File: src/rtl/spi_flash_reader.sv
// SPI-master read engine for M25P16-style flash: sends READ (0x03) plus a
// 24-bit address, streams len bytes from SPIMISO into a small FIFO, and
// drains the FIFO through a valid/ready port. SPICLK is stalled at byte
// boundaries while the FIFO is full, keeping chip_select asserted.
module spi_flash_reader #(
    parameter int FIFO_DEPTH = 4,
    parameter int LEN_W      = 16
) (
    input  logic             clk,
    input  logic             reset,
    input  logic             start,
    input  logic [23:0]      addr,
    input  logic [LEN_W-1:0] len,
    output logic             busy,
    output logic             done,
    output logic [7:0]       rd_data,
    output logic             rd_valid,
    input  logic             rd_ready,
    output logic             SPICLK,
    output logic             SPIMOSI,
    input  logic             SPIMISO,
    output logic             chip_select
);

    localparam int           AW       = $clog2(FIFO_DEPTH);
    localparam logic [7:0]   READ_CMD = 8'h03;
    localparam logic [AW:0]  FULL_CNT = (AW+1)'(FIFO_DEPTH);
    localparam logic [AW:0]  CNT_ONE  = (AW+1)'(1);
    localparam logic [AW-1:0] PTR_ONE = AW'(1);

    typedef enum logic [2:0] {
        IDLE, CS_SETUP, CMD, ADDR, DATA, PAUSE, CS_HOLD, DONE
    } state_t;

    state_t           state_q, state_d;
    logic             sck_q, sck_d;
    logic             mosi_q, mosi_d;
    logic             cs_n_q, cs_n_d;
    logic [4:0]       bit_cnt_q, bit_cnt_d;
    logic [LEN_W-1:0] byte_cnt_q, byte_cnt_d;

    // Header bits still to send after the one on SPIMOSI, and received bits 7..1.
    logic [30:0]      hdr_q;
    logic [6:0]       rx_q;
    logic             hdr_ld, hdr_shift, rx_shift, push;
    logic [7:0]       push_data;

    logic [7:0]       mem [FIFO_DEPTH];
    logic [AW-1:0]    wr_ptr_q, rd_ptr_q;
    logic [AW:0]      count_q;
    logic             pop, fifo_full;

    assign pop       = rd_valid & rd_ready;
    assign fifo_full = (count_q == FULL_CNT);
    assign push_data = {rx_q, SPIMISO};

    assign rd_valid    = (count_q != '0);
    assign rd_data     = mem[rd_ptr_q];
    assign SPICLK      = sck_q;
    assign SPIMOSI     = mosi_q;
    assign chip_select = cs_n_q;
    assign busy        = (state_q != IDLE) && (state_q != DONE);
    assign done        = (state_q == DONE);

    // Control state register; SPI pins are registered so they never glitch.
    always_ff @(posedge clk or negedge reset) begin
        if (!reset) begin
            state_q    <= IDLE;
            sck_q      <= 1'b0;
            mosi_q     <= 1'b0;
            cs_n_q     <= 1'b1;
            bit_cnt_q  <= '0;
            byte_cnt_q <= '0;
        end else begin
            state_q    <= state_d;
            sck_q      <= sck_d;
            mosi_q     <= mosi_d;
            cs_n_q     <= cs_n_d;
            bit_cnt_q  <= bit_cnt_d;
            byte_cnt_q <= byte_cnt_d;
        end
    end

    // Next-state and next-pin logic; every bit is a low phase then a high phase.
    always_comb begin
        state_d    = state_q;
        sck_d      = 1'b0;
        mosi_d     = 1'b0;
        cs_n_d     = 1'b1;
        bit_cnt_d  = bit_cnt_q;
        byte_cnt_d = byte_cnt_q;
        hdr_ld     = 1'b0;
        hdr_shift  = 1'b0;
        rx_shift   = 1'b0;
        push       = 1'b0;
        case (state_q)
            IDLE: begin
                if (start) begin
                    if (len != '0) begin
                        state_d    = CS_SETUP;
                        cs_n_d     = 1'b0;
                        mosi_d     = READ_CMD[7];
                        hdr_ld     = 1'b1;
                        byte_cnt_d = len;
                    end else begin
                        state_d = DONE;
                    end
                end
            end
            // CS_SETUP doubles as the low phase of command bit 7.
            CS_SETUP: begin
                state_d   = CMD;
                cs_n_d    = 1'b0;
                sck_d     = 1'b1;
                mosi_d    = mosi_q;
                bit_cnt_d = 5'd7;
            end
            CMD, ADDR: begin
                cs_n_d = 1'b0;
                if (!sck_q) begin
                    sck_d  = 1'b1;
                    mosi_d = mosi_q;
                end else begin
                    hdr_shift = 1'b1;
                    mosi_d    = hdr_q[30];
                    if (bit_cnt_q == 5'd0) begin
                        if (state_q == CMD) begin
                            state_d   = ADDR;
                            bit_cnt_d = 5'd23;
                        end else begin
                            state_d   = DATA;
                            bit_cnt_d = 5'd7;
                            mosi_d    = 1'b0;
                        end
                    end else begin
                        bit_cnt_d = bit_cnt_q - 5'd1;
                    end
                end
            end
            DATA: begin
                cs_n_d = 1'b0;
                if (!sck_q) begin
                    // Reserve a FIFO slot before committing to a new byte.
                    if (bit_cnt_q == 5'd7 && fifo_full)
                        state_d = PAUSE;
                    else
                        sck_d = 1'b1;
                end else begin
                    rx_shift = 1'b1;
                    if (bit_cnt_q == 5'd0) begin
                        push       = 1'b1;
                        bit_cnt_d  = 5'd7;
                        byte_cnt_d = byte_cnt_q - LEN_W'(1);
                        if (byte_cnt_q == LEN_W'(1))
                            state_d = CS_HOLD;
                    end else begin
                        bit_cnt_d = bit_cnt_q - 5'd1;
                    end
                end
            end
            PAUSE: begin
                cs_n_d = 1'b0;
                if (!fifo_full) begin
                    state_d = DATA;
                    sck_d   = 1'b1;
                end
            end
            CS_HOLD: state_d = DONE;
            DONE:    state_d = IDLE;
            default: state_d = IDLE;
        endcase
    end

    // Shift registers and FIFO storage carry data only, so they have no reset.
    always_ff @(posedge clk) begin
        if (hdr_ld)
            hdr_q <= {READ_CMD[6:0], addr};
        else if (hdr_shift)
            hdr_q <= {hdr_q[29:0], 1'b0};
        if (rx_shift)
            rx_q <= {rx_q[5:0], SPIMISO};
        if (push)
            mem[wr_ptr_q] <= push_data;
    end

    // FIFO pointers and occupancy; push and pop in one cycle leave count unchanged.
    always_ff @(posedge clk or negedge reset) begin
        if (!reset) begin
            wr_ptr_q <= '0;
            rd_ptr_q <= '0;
            count_q  <= '0;
        end else begin
            if (push)
                wr_ptr_q <= wr_ptr_q + PTR_ONE;
            if (pop)
                rd_ptr_q <= rd_ptr_q + PTR_ONE;
            case ({push, pop})
                2'b10:   count_q <= count_q + CNT_ONE;
                2'b01:   count_q <= count_q - CNT_ONE;
                default: count_q <= count_q;
            endcase
        end
    end

endmodule

File: config.mk
export PLATFORM = sky130hd
export DESIGN_NAME = spi_flash_reader
export DESIGN_NICKNAME = d
export VERILOG_FILES = /design/src/rtl/spi_flash_reader.sv
export SDC_FILE = /design/constraint.sdc
export NUM_CORES = 1
export LEC_CHECK = 0
export ABC_AREA = 1
export BUFFER_PORTS_ARGS = -buffer_cell sky130_fd_sc_hd__buf_2
export CAP_MARGIN = 10
export CORE_MARGIN = 5
export CORE_UTILIZATION = 54
export DETAILED_ROUTE_END_ITERATION = 10
export GPL_ROUTABILITY_DRIVEN = 0
export PLACE_DENSITY_LB_ADDON = 0.15
export SLEW_MARGIN = 15
export SYNTH_ARGS = -nofsm -noshare
export SYNTH_HDL_FRONTEND = slang
export SYNTH_SLANG_ARGS = --single-unit
File: constraint.sdc
create_clock -name clk -period 3.4 [get_ports clk]
set_clock_uncertainty 0.15 [all_clocks]
set_input_delay 0.17 -clock clk [delete_from_list [all_inputs] [get_ports clk]]
set_output_delay 0.17 -clock clk [all_outputs]
set_load 0.1 [all_outputs]
Word-level counts from Yosys, hierarchy flattened

Memory sizes are Yosys's and may differ from the RTL's.
Index checks and enable logic that the tools add are counted.

Flip-flop bits (word level): 72
Latch bits: 0
RAM bits: 32
Memory bits (read-only): 0
Output and inout port bits: 14
Logic and storage cells: 109
Memories: 1

Add/sub/neg operators: 6
Multiply operators: 0
Div/mod/pow operators: 0
Order comparisons: 0
Equality and inequality tests: 23
Shift-type cells: 0
Muxes and demuxes: 48
Bitwise gates (word level): 2
Reduce and logical (&&, ||, !) cells: 17

Memories:

| memory | words | bits a word | rd ports | clocked after memory_dff | wr ports | RTL line | source |
|---|---|---|---|---|---|---|---|
| mem    | 4     | 8           | 1        | 0                        | 1        | 48       | `logic [7:0] mem [FIFO_DEPTH];` |

Operator list:

| kind                                                                   | count |
|---|---|
| 16-bit two-way mux                                                     | 4 |
| 24-bit two-way mux                                                     | 2 |
| 16-bit one-hot mux with 2 select lines                                 | 1 |
| 3-bit two-way mux                                                      | 10 |
| 5-bit two-way mux                                                      | 5 |
| 3-bit one-hot mux with 7 select lines                                  | 1 |
| 1-bit two-way mux                                                      | 20 |
| 16-bit by 1-bit equality test with 1-bit output, second input constant | 1 |
| 16-bit nonzero test                                                    | 1 |
| 16-bit by 1-bit subtractor with 16-bit output, second input constant   | 1 |
| 3-bit equality test, second input constant                             | 5 |
| 5-bit one-hot mux with 3 select lines                                  | 1 |
| 2-bit inequality test, second input constant                           | 7 |
| 3-bit inequality test, second input constant                           | 4 |
| 3-bit nonzero test                                                     | 3 |
| 7-bit AND reduction                                                    | 1 |
| 3-bit by 2-bit equality test with 1-bit output, second input constant  | 2 |
| 3-bit one-hot mux with 2 select lines                                  | 1 |
| 2-bit nonzero test                                                     | 3 |
| 5-bit by 3-bit equality test with 1-bit output, second input constant  | 1 |
| 5-bit logical NOT                                                      | 1 |
| 5-bit AND reduction                                                    | 1 |
| 5-bit OR reduction                                                     | 1 |
| 5-bit by 1-bit subtractor with 5-bit output, second input constant     | 1 |
| other kinds (15)                                                       | 18 |

Logic depth before layout (Yosys ltp)

Gate-level depths: netlist of the first run.

Depth in word-level cells: 6
Depth in mapped cells: 11

Worst setup path after synthesis of the first run

OpenSTA, ideal clock, no wires.

Path kind: reg2out
Start: reg state_q[0]
End: out busy
Data arrival time: 2.770 ns
Slack: 0.310 ns
Stages on the path, launching flop included: 4
Path buffers: 0
Path through: dfrtp_1 > inv_2 > nor2_1 > nor2_1

Longest elaborated chain between the ends: 2
Elaborated cells between the ends (all ways): 3

RTL lines:

| item                                                        | RTL line | source |
|---|---|---|
| from (decl)                                                 | 35       | `state_t state_q, state_d;` |
| from (signal assigned)                                      | 75       | `state_q <= state_d;` |
| 3-bit inequality test or 3-bit nonzero test (tied branches) | 62       | `assign busy = (state_q != IDLE) && (state_q != DONE);` |
| 1-bit logical AND (*)                                       | 62       |  |
| to (decl)                                                   | 14       | `output logic busy,` |

Mark *: on every way between the ends. The rest lies on a longest branch, timed or not.

Worst setup path after layout of the first run

Start: reg bit_cnt_q[0]
End: reg count_q[1]

Longest elaborated chain between the ends: 6
Elaborated cells between the ends (all ways): 8

RTL lines:

| item                                                                                  | RTL line | source |
|---|---|---|
| from (decl)                                                                           | 39       | `logic [4:0] bit_cnt_q, bit_cnt_d;` |
| from (signal assigned)                                                                | 79       | `bit_cnt_q <= bit_cnt_d;` |
| 5-bit logical NOT (*)                                                                 | 150      | `if (bit_cnt_q == 5'd0) begin` |
| 1-bit two-way mux (*)                                                                 | 150      |  |
| 1-bit two-way mux (*)                                                                 | 142      | `if (!sck_q) begin` |
| 1-bit two-way mux (*)                                                                 | 96       | `case (state_q)` |
| 2-bit by 1-bit equality test with 1-bit output or 2-bit equality test (tied branches) | 197      | `case ({push, pop})` |
| 3-bit one-hot mux with 2 select lines or 2-bit nonzero test (tied branches)           | n/a      |  |
| to (signal assigned)                                                                  | 198      | `2'b10: count_q <= count_q + CNT_ONE;` |
| to (signal assigned)                                                                  | 199      | `2'b01: count_q <= count_q - CNT_ONE;` |
| to (signal assigned)                                                                  | 200      | `default: count_q <= count_q;` |
| to (decl)                                                                             | 50       | `logic [AW:0] count_q;` |

Marked as above.
A chain may end at the register's enable or synchronous reset.

==> results.toml, run 1 <==
[timing]
fin_hold_ws_ns = 0.0150
max_slew_margin = 0.472
finalSetupTns_ns = 0
rsz0062_at_grt = "false"
drv_slew = 0
finalCriticalPeriod_ns = 2.49
worst_slack_ns = 0.914
worst_pin_slew_ns = 0.792
hold_violations = 0
period_share = 0.731
clock.fmax_mhz = 402
setup_viol = 0

[cts]
cts_max_path_buffers = 2
numCtsBuffers = 9
path_clk_slew_ns = 0.10
htreeDepth = 3
cts.sinks = 104
root_buffer = "clkbuf_8"
cts_tree = "done"
cts_setup_buffers = 0
clkLatencyLatePin_ns = 0.35

[final_layout]
n_antenna_cell = 0
nNetsFinal = 734
final_common_cell = "nand2_1"
drive_above_1_share = 0.146
most-common-layout-cells = "nand2_1 (210), nor2_1 (73), edfxtp_1 (63)"
syn2layout_area_growth_pct = 17.2
stdcell_count = 813

[grt]
grt_overflow_total = 0
grt_antenna_before_repair = 0
met2_usage = 0.326
busiest_layer = "met2"
grt_usage = 0.197
grt_max_degree = 35
grt_pass1_wl_mm = 18.3
grt_pass1_vias = 3986
grtUsageMet3 = 0.0366
grt_use_met1 = 0.262

[floorplan]
die_w_um = 108
io_pins = 59
die_h_um = 108
initial_core_util = 0.556
die_area_um2 = 11600
rows = 35
core-area_um2 = 9280

[min_path]
min_from = "len[0]"
hold_path_depth = 5
hold_path_end = "byte_cnt_q[0]"
min_path_type = "input port to register"

[synthesis]
yosysTopAreaCellShare = 0.367
synth_cells = 589
synth_compound_area_frac = 0.0696
ys.flop_type = "edfxtp_1"
ys_async_sr_fraction = 0.327
synth_area_per_cell_um2 = 8.76
synth.distinct_cells = 37
synth_xor_area_frac = 0.0102
synth_area_leader_cell = "edfxtp_1"
syn_nets = 644
yosys.area_share.simple = 0.273
synth_area_um2 = 5160
yosys_warnings = 0
ys_ff_latch = 104
synth_mux_area_frac = 0
synth_edf_count = 63
yosysSeqAreaShare = 0.559
synthTopCellsByArea = "edfxtp_1 (37%), dfrtp_1 (16%), nand2_1 (15%), nor2_1 (5.3%), nand3_1 (4.3%)"
synth_fa_ha_area_frac = 0.0257
synth_top_family_by_area = "simple AND/OR/NAND/NOR gates"

[route]
viasPerCell = 5.07
drc_errors = 0
drtAntennaViolNets = 0
wl_per_cell_um = 13.2
first_iter_violations = 189
vias = 4122
routed_wl_mm = 10.7
dr.pass1.iters = 5

[setup_path]
cp.arrival_ns = 2.61
crit_type = "register to register"
startpoint_type = "register"
r2r-start = "bit_cnt_q[0]"
rr_worst_depth = 9
rrSetupSlack_ns = 0.91
timing.rr.end = "count_q[1]"
path_max_fanout = 6
cp-end-kind = "register"
crit_required_ns = 3.53

[place]
post-place-cells = 761
io_buffers = 58
dp_hpwl_mm = 7.19
dp_worst_setup_slack_ns = 0.852

[pwr]
power_density_nw_per_um2 = 896
ir_drop_mv = 0.545
p_leak_nw = 2.72

[run_status]
status = "complete, no violations"

[job]
cap_viol_max_count = 0
==> routing by layer <==
layer  vias up  routed length (µm)
li1       2094                   -
met4         0                 202
met3        17                 617
met2       124                5240
met5         -                   0
met1      1887                4690
==> synth_stat cells, types with 6 or more instances <==
library cell / number
buf_6: 6
nor2_1: 73
o22ai_1: 8
dfxtp_1: 7
a21oi_1: 6
nand2_1: 210
dfrtp_1: 33
inv_1: 42
nand3_1: 44
edfxtp_1: 63
nor2_2: 6
o21ai_0: 35
ha_1: 9
==> state kept, by name, indices dropped and copies added (netlist names), 3 cells and up <==
| name | cells |
|---|---|
| byte_cnt_q | 16 |
| rx_q | 7 |
| mem | 32 |
| hdr_q | 31 |
| state_q | 3 |
| count_q | 3 |
| bit_cnt_q | 5 |
==> metrics by stage <==
step           cell area, µm²  total power (W)  utilization
2_1_floorplan            5160          0.00421            -
3_3_place_gp             5490          0.00457        0.592
3_5_place_dp             5490          0.00463        0.592
4_1_cts                  6050          0.00544        0.651
5_1_grt                  6050          0.00585        0.651
6_report                 6050          0.00542        0.651
==> repair_timing <==
action,4_1_cts,5_1_grt
endpoints found under the hold margin,72,0
endpoints found under the setup margin,0,0
hold buffers,36,0
gates resized for setup,0,0
==> cell families after synthesis <==
| group | after synthesis |
|---|---|
| buf+inv | 65 |
| xor+xnor | 6 |
| flops | 104 |
| compound gates | 61 |
| fa+ha+maj | 10 |
| simple gates | 343 |
==> worst max path at each step <==
stage	startpoint	end	slack [ns]	cells past startpoint
2_1_floorplan	state_q[0]	busy	0.31	3
3_3_place_gp	bit_cnt_q[0]	mem[3][0]	0.98	6
3_5_place_dp	bit_cnt_q[0]	mem[3][1]	0.85	6
4_1_cts	bit_cnt_q[0]	mem[3][3]	0.83	6
5_1_grt	bit_cnt_q[0]	mem[3][3]	0.69	6
6_report	bit_cnt_q[0]	count_q[1]	0.91	9
==> power breakdown <==
| part | internal, W | leakage, nW | switching [W] |
|---|---|---|---|
| Clock | 0.000349 | 0.0945 | 0.000426 |
| Combinational | 0.000674 | 1.58 | 0.00192 |
| Sequential | 0.00178 | 1.05 | 0.000271 |
==> area by class of cell <==
type	instances	area, µm²
repair buffers	96	666
clock inverters	5	63.8
well taps	129	161
multi-input cells	420	1960
flip-flops and latches	104	2880
inverters	48	185
fillers	798	3240
clock buffers	11	131
==> critical path, stage by stage (launching register included) <==
cell and delay (ns):
dfrtp_1 0.41, inv_1 0.10, ha_1 0.20, nand3_1 0.21
nor2_1 0.31, inv_1 0.15, ha_1 0.22, inv_1 0.10
fa_1 0.41, o21ai_0 0.15
(Power assumes the default switching activity.)
==> run 2: changes to the inputs <==
Settings changed: CORE_UTILIZATION 54 to 53.
Clock period 3.4 ns to 2.1 ns, I/O delays scaled along.
==> results.toml, run 2 (same netlist as run 1, synthesis figures left out) <==
[timing]
max_slew_margin = 0.667
rsz0062_at_grt = "true"
finalCriticalPeriod_ns = 2.04
worst_pin_slew_ns = 0.497
clock.fmax_mhz = 491
setup_viol = 0
finalSetupTns_ns = 0
hold_violations = 0
drv_slew = 0
fin_hold_ws_ns = 0.0752
worst_slack_ns = 0.0639
period_share = 0.970

[route]
vias = 4210
routed_wl_mm = 11.5
wl_per_cell_um = 13.5
drtAntennaViolNets = 0
viasPerCell = 4.92
drc_errors = 0
dr.pass1.iters = 4
first_iter_violations = 214

[floorplan]
core-area_um2 = 9640
die_area_um2 = 11800
rows = 36
die_h_um = 109
io_pins = 59
initial_core_util = 0.535
die_w_um = 109

[cts]
root_buffer = "clkbuf_8"
clkLatencyLatePin_ns = 0.37
path_clk_slew_ns = 0.11
numCtsBuffers = 9
htreeDepth = 3
cts_tree = "done"
cts.sinks = 104
cts_max_path_buffers = 2

[min_path]
min_path_type = "input port to async pin"

[final_layout]
nNetsFinal = 772
final_common_cell = "nand2_1"
syn2layout_area_growth_pct = 29.4
drive_above_1_share = 0.215
postLayoutCoreUtil = 0.693
regMostFlops = "mem"
largest_register_ffs = 32
most-common-layout-cells = "nand2_1 (209), nor2_1 (68), edfxtp_1 (63)"
reg.largest.list = "mem: 32 flops, hdr_q: 31 flops, byte_cnt_q: 16 flops"
n_antenna_cell = 0

[grt]
grt_antenna_before_repair = 0
grt_max_degree = 27
grt_overflow_total = 0
grt_pass1_vias = 4264
grt_usage = 0.205
grt_pass1_wl_mm = 19.1

[place]
dp_hpwl_mm = 7.66
io_buffers = 58
dp_worst_setup_slack_ns = -0.0318

[pwr]
p_leak_nw = 2.96
power_density_nw_per_um2 = 1470
ir_drop_mv = 0.807

[job]
cap_viol_max_count = 0

[setup_path]
cp-end-kind = "register"
path_max_fanout = 4
startpoint_type = "register"
crit_type = "register to register"
cp.arrival_ns = 2.19
crit_required_ns = 2.25

[run_status]
status = "complete, no violations"
-- run 2: worst paths after layout --
| check | start | end | slack [ns] | depth (start not counted) |
|---|---|---|---|---|
| worst max-delay path | bit_cnt_q[0] | count_q[1] | 0.06 | 9 |
| worst min-delay path | reset | chip_select | 0.08 | 2 |
| worst max register to register | bit_cnt_q[0] | count_q[1] | 0.06 | 9 |
| worst min register to register | hdr_q[26] | hdr_q[26] | 0.32 | 2 |
| max in group asynchronous | reset | SPICLK | 0.77 | 3 |
| min in group clk | hdr_q[26] | hdr_q[26] | 0.32 | 2 |
-- run 2: area by class of cell --
| cell class | count | area (µm²) |
|---|---|---|
| Fill cell | 750 | 2960 |
| Sequential cell | 104 | 2890 |
| Multi-Input combinational cell | 420 | 2140 |
| Timing Repair Buffer | 134 | 1110 |
| Inverter | 48 | 191 |
| Tap cell | 133 | 166 |
| Clock buffer | 10 | 128 |
| Clock inverter | 6 | 53.8 |
-- run 2: routing by layer --
| layer | wire [µm] | part of all wire | track usage |
|---|---|---|---|
| met1 | 5050 | 0.44 | 0.258 |
| met2 | 5890 | 0.51 | 0.362 |
| met3 | 487 | 0.042 | 0.0456 |
| met4 | 84 | 0.0073 | 0.0469 |
| met5 | 0 | 0 | 0 |
-- run 2: power by group --
group / total (W) / switching (W) / leakage, nW / internal (W)
clock: 0.00116 / 0.000713 / 0.0890 / 0.000451
sequential: 0.00323 / 0.000343 / 1.05 / 0.00289
combinational: 0.00540 / 0.00355 / 1.82 / 0.00185
total: 0.00980 / 0.00461 / 2.96 / 0.00519
-- run 2: metrics by stage --
| step | power (W) | instance area [µm²] | std cells |
|---|---|---|---|
| 3_5_place_dp | 0.00845 | 5960 | 789 |
| 5_1_grt | 0.0105 | 6680 | 855 |
| 6_report | 0.00980 | 6680 | 855 |
| 3_3_place_gp | 0.00832 | 5960 | 789 |
| 2_1_floorplan | 0.00711 | 5310 | 589 |
| 4_1_cts | 0.00972 | 6610 | 852 |
-- run 2: timing repair --
action / CTS / global route
resized for setup: 3 / 19
pin swaps: 1 / 3
hold endpoints to repair: 82 / 0
endpoints found under the setup margin: 1 / 22
hold buffers: 45 / 0
buffers inserted: 2 / 3
-- run 2: critical path: stages (launching register included) --
cell     delay [ns]
dfrtp_1        0.39
inv_1          0.10
ha_2           0.23
nand3_4        0.10
nor2_4         0.14
inv_2          0.07
ha_4           0.16
inv_2          0.07
fa_2           0.43
o21ai_1        0.13
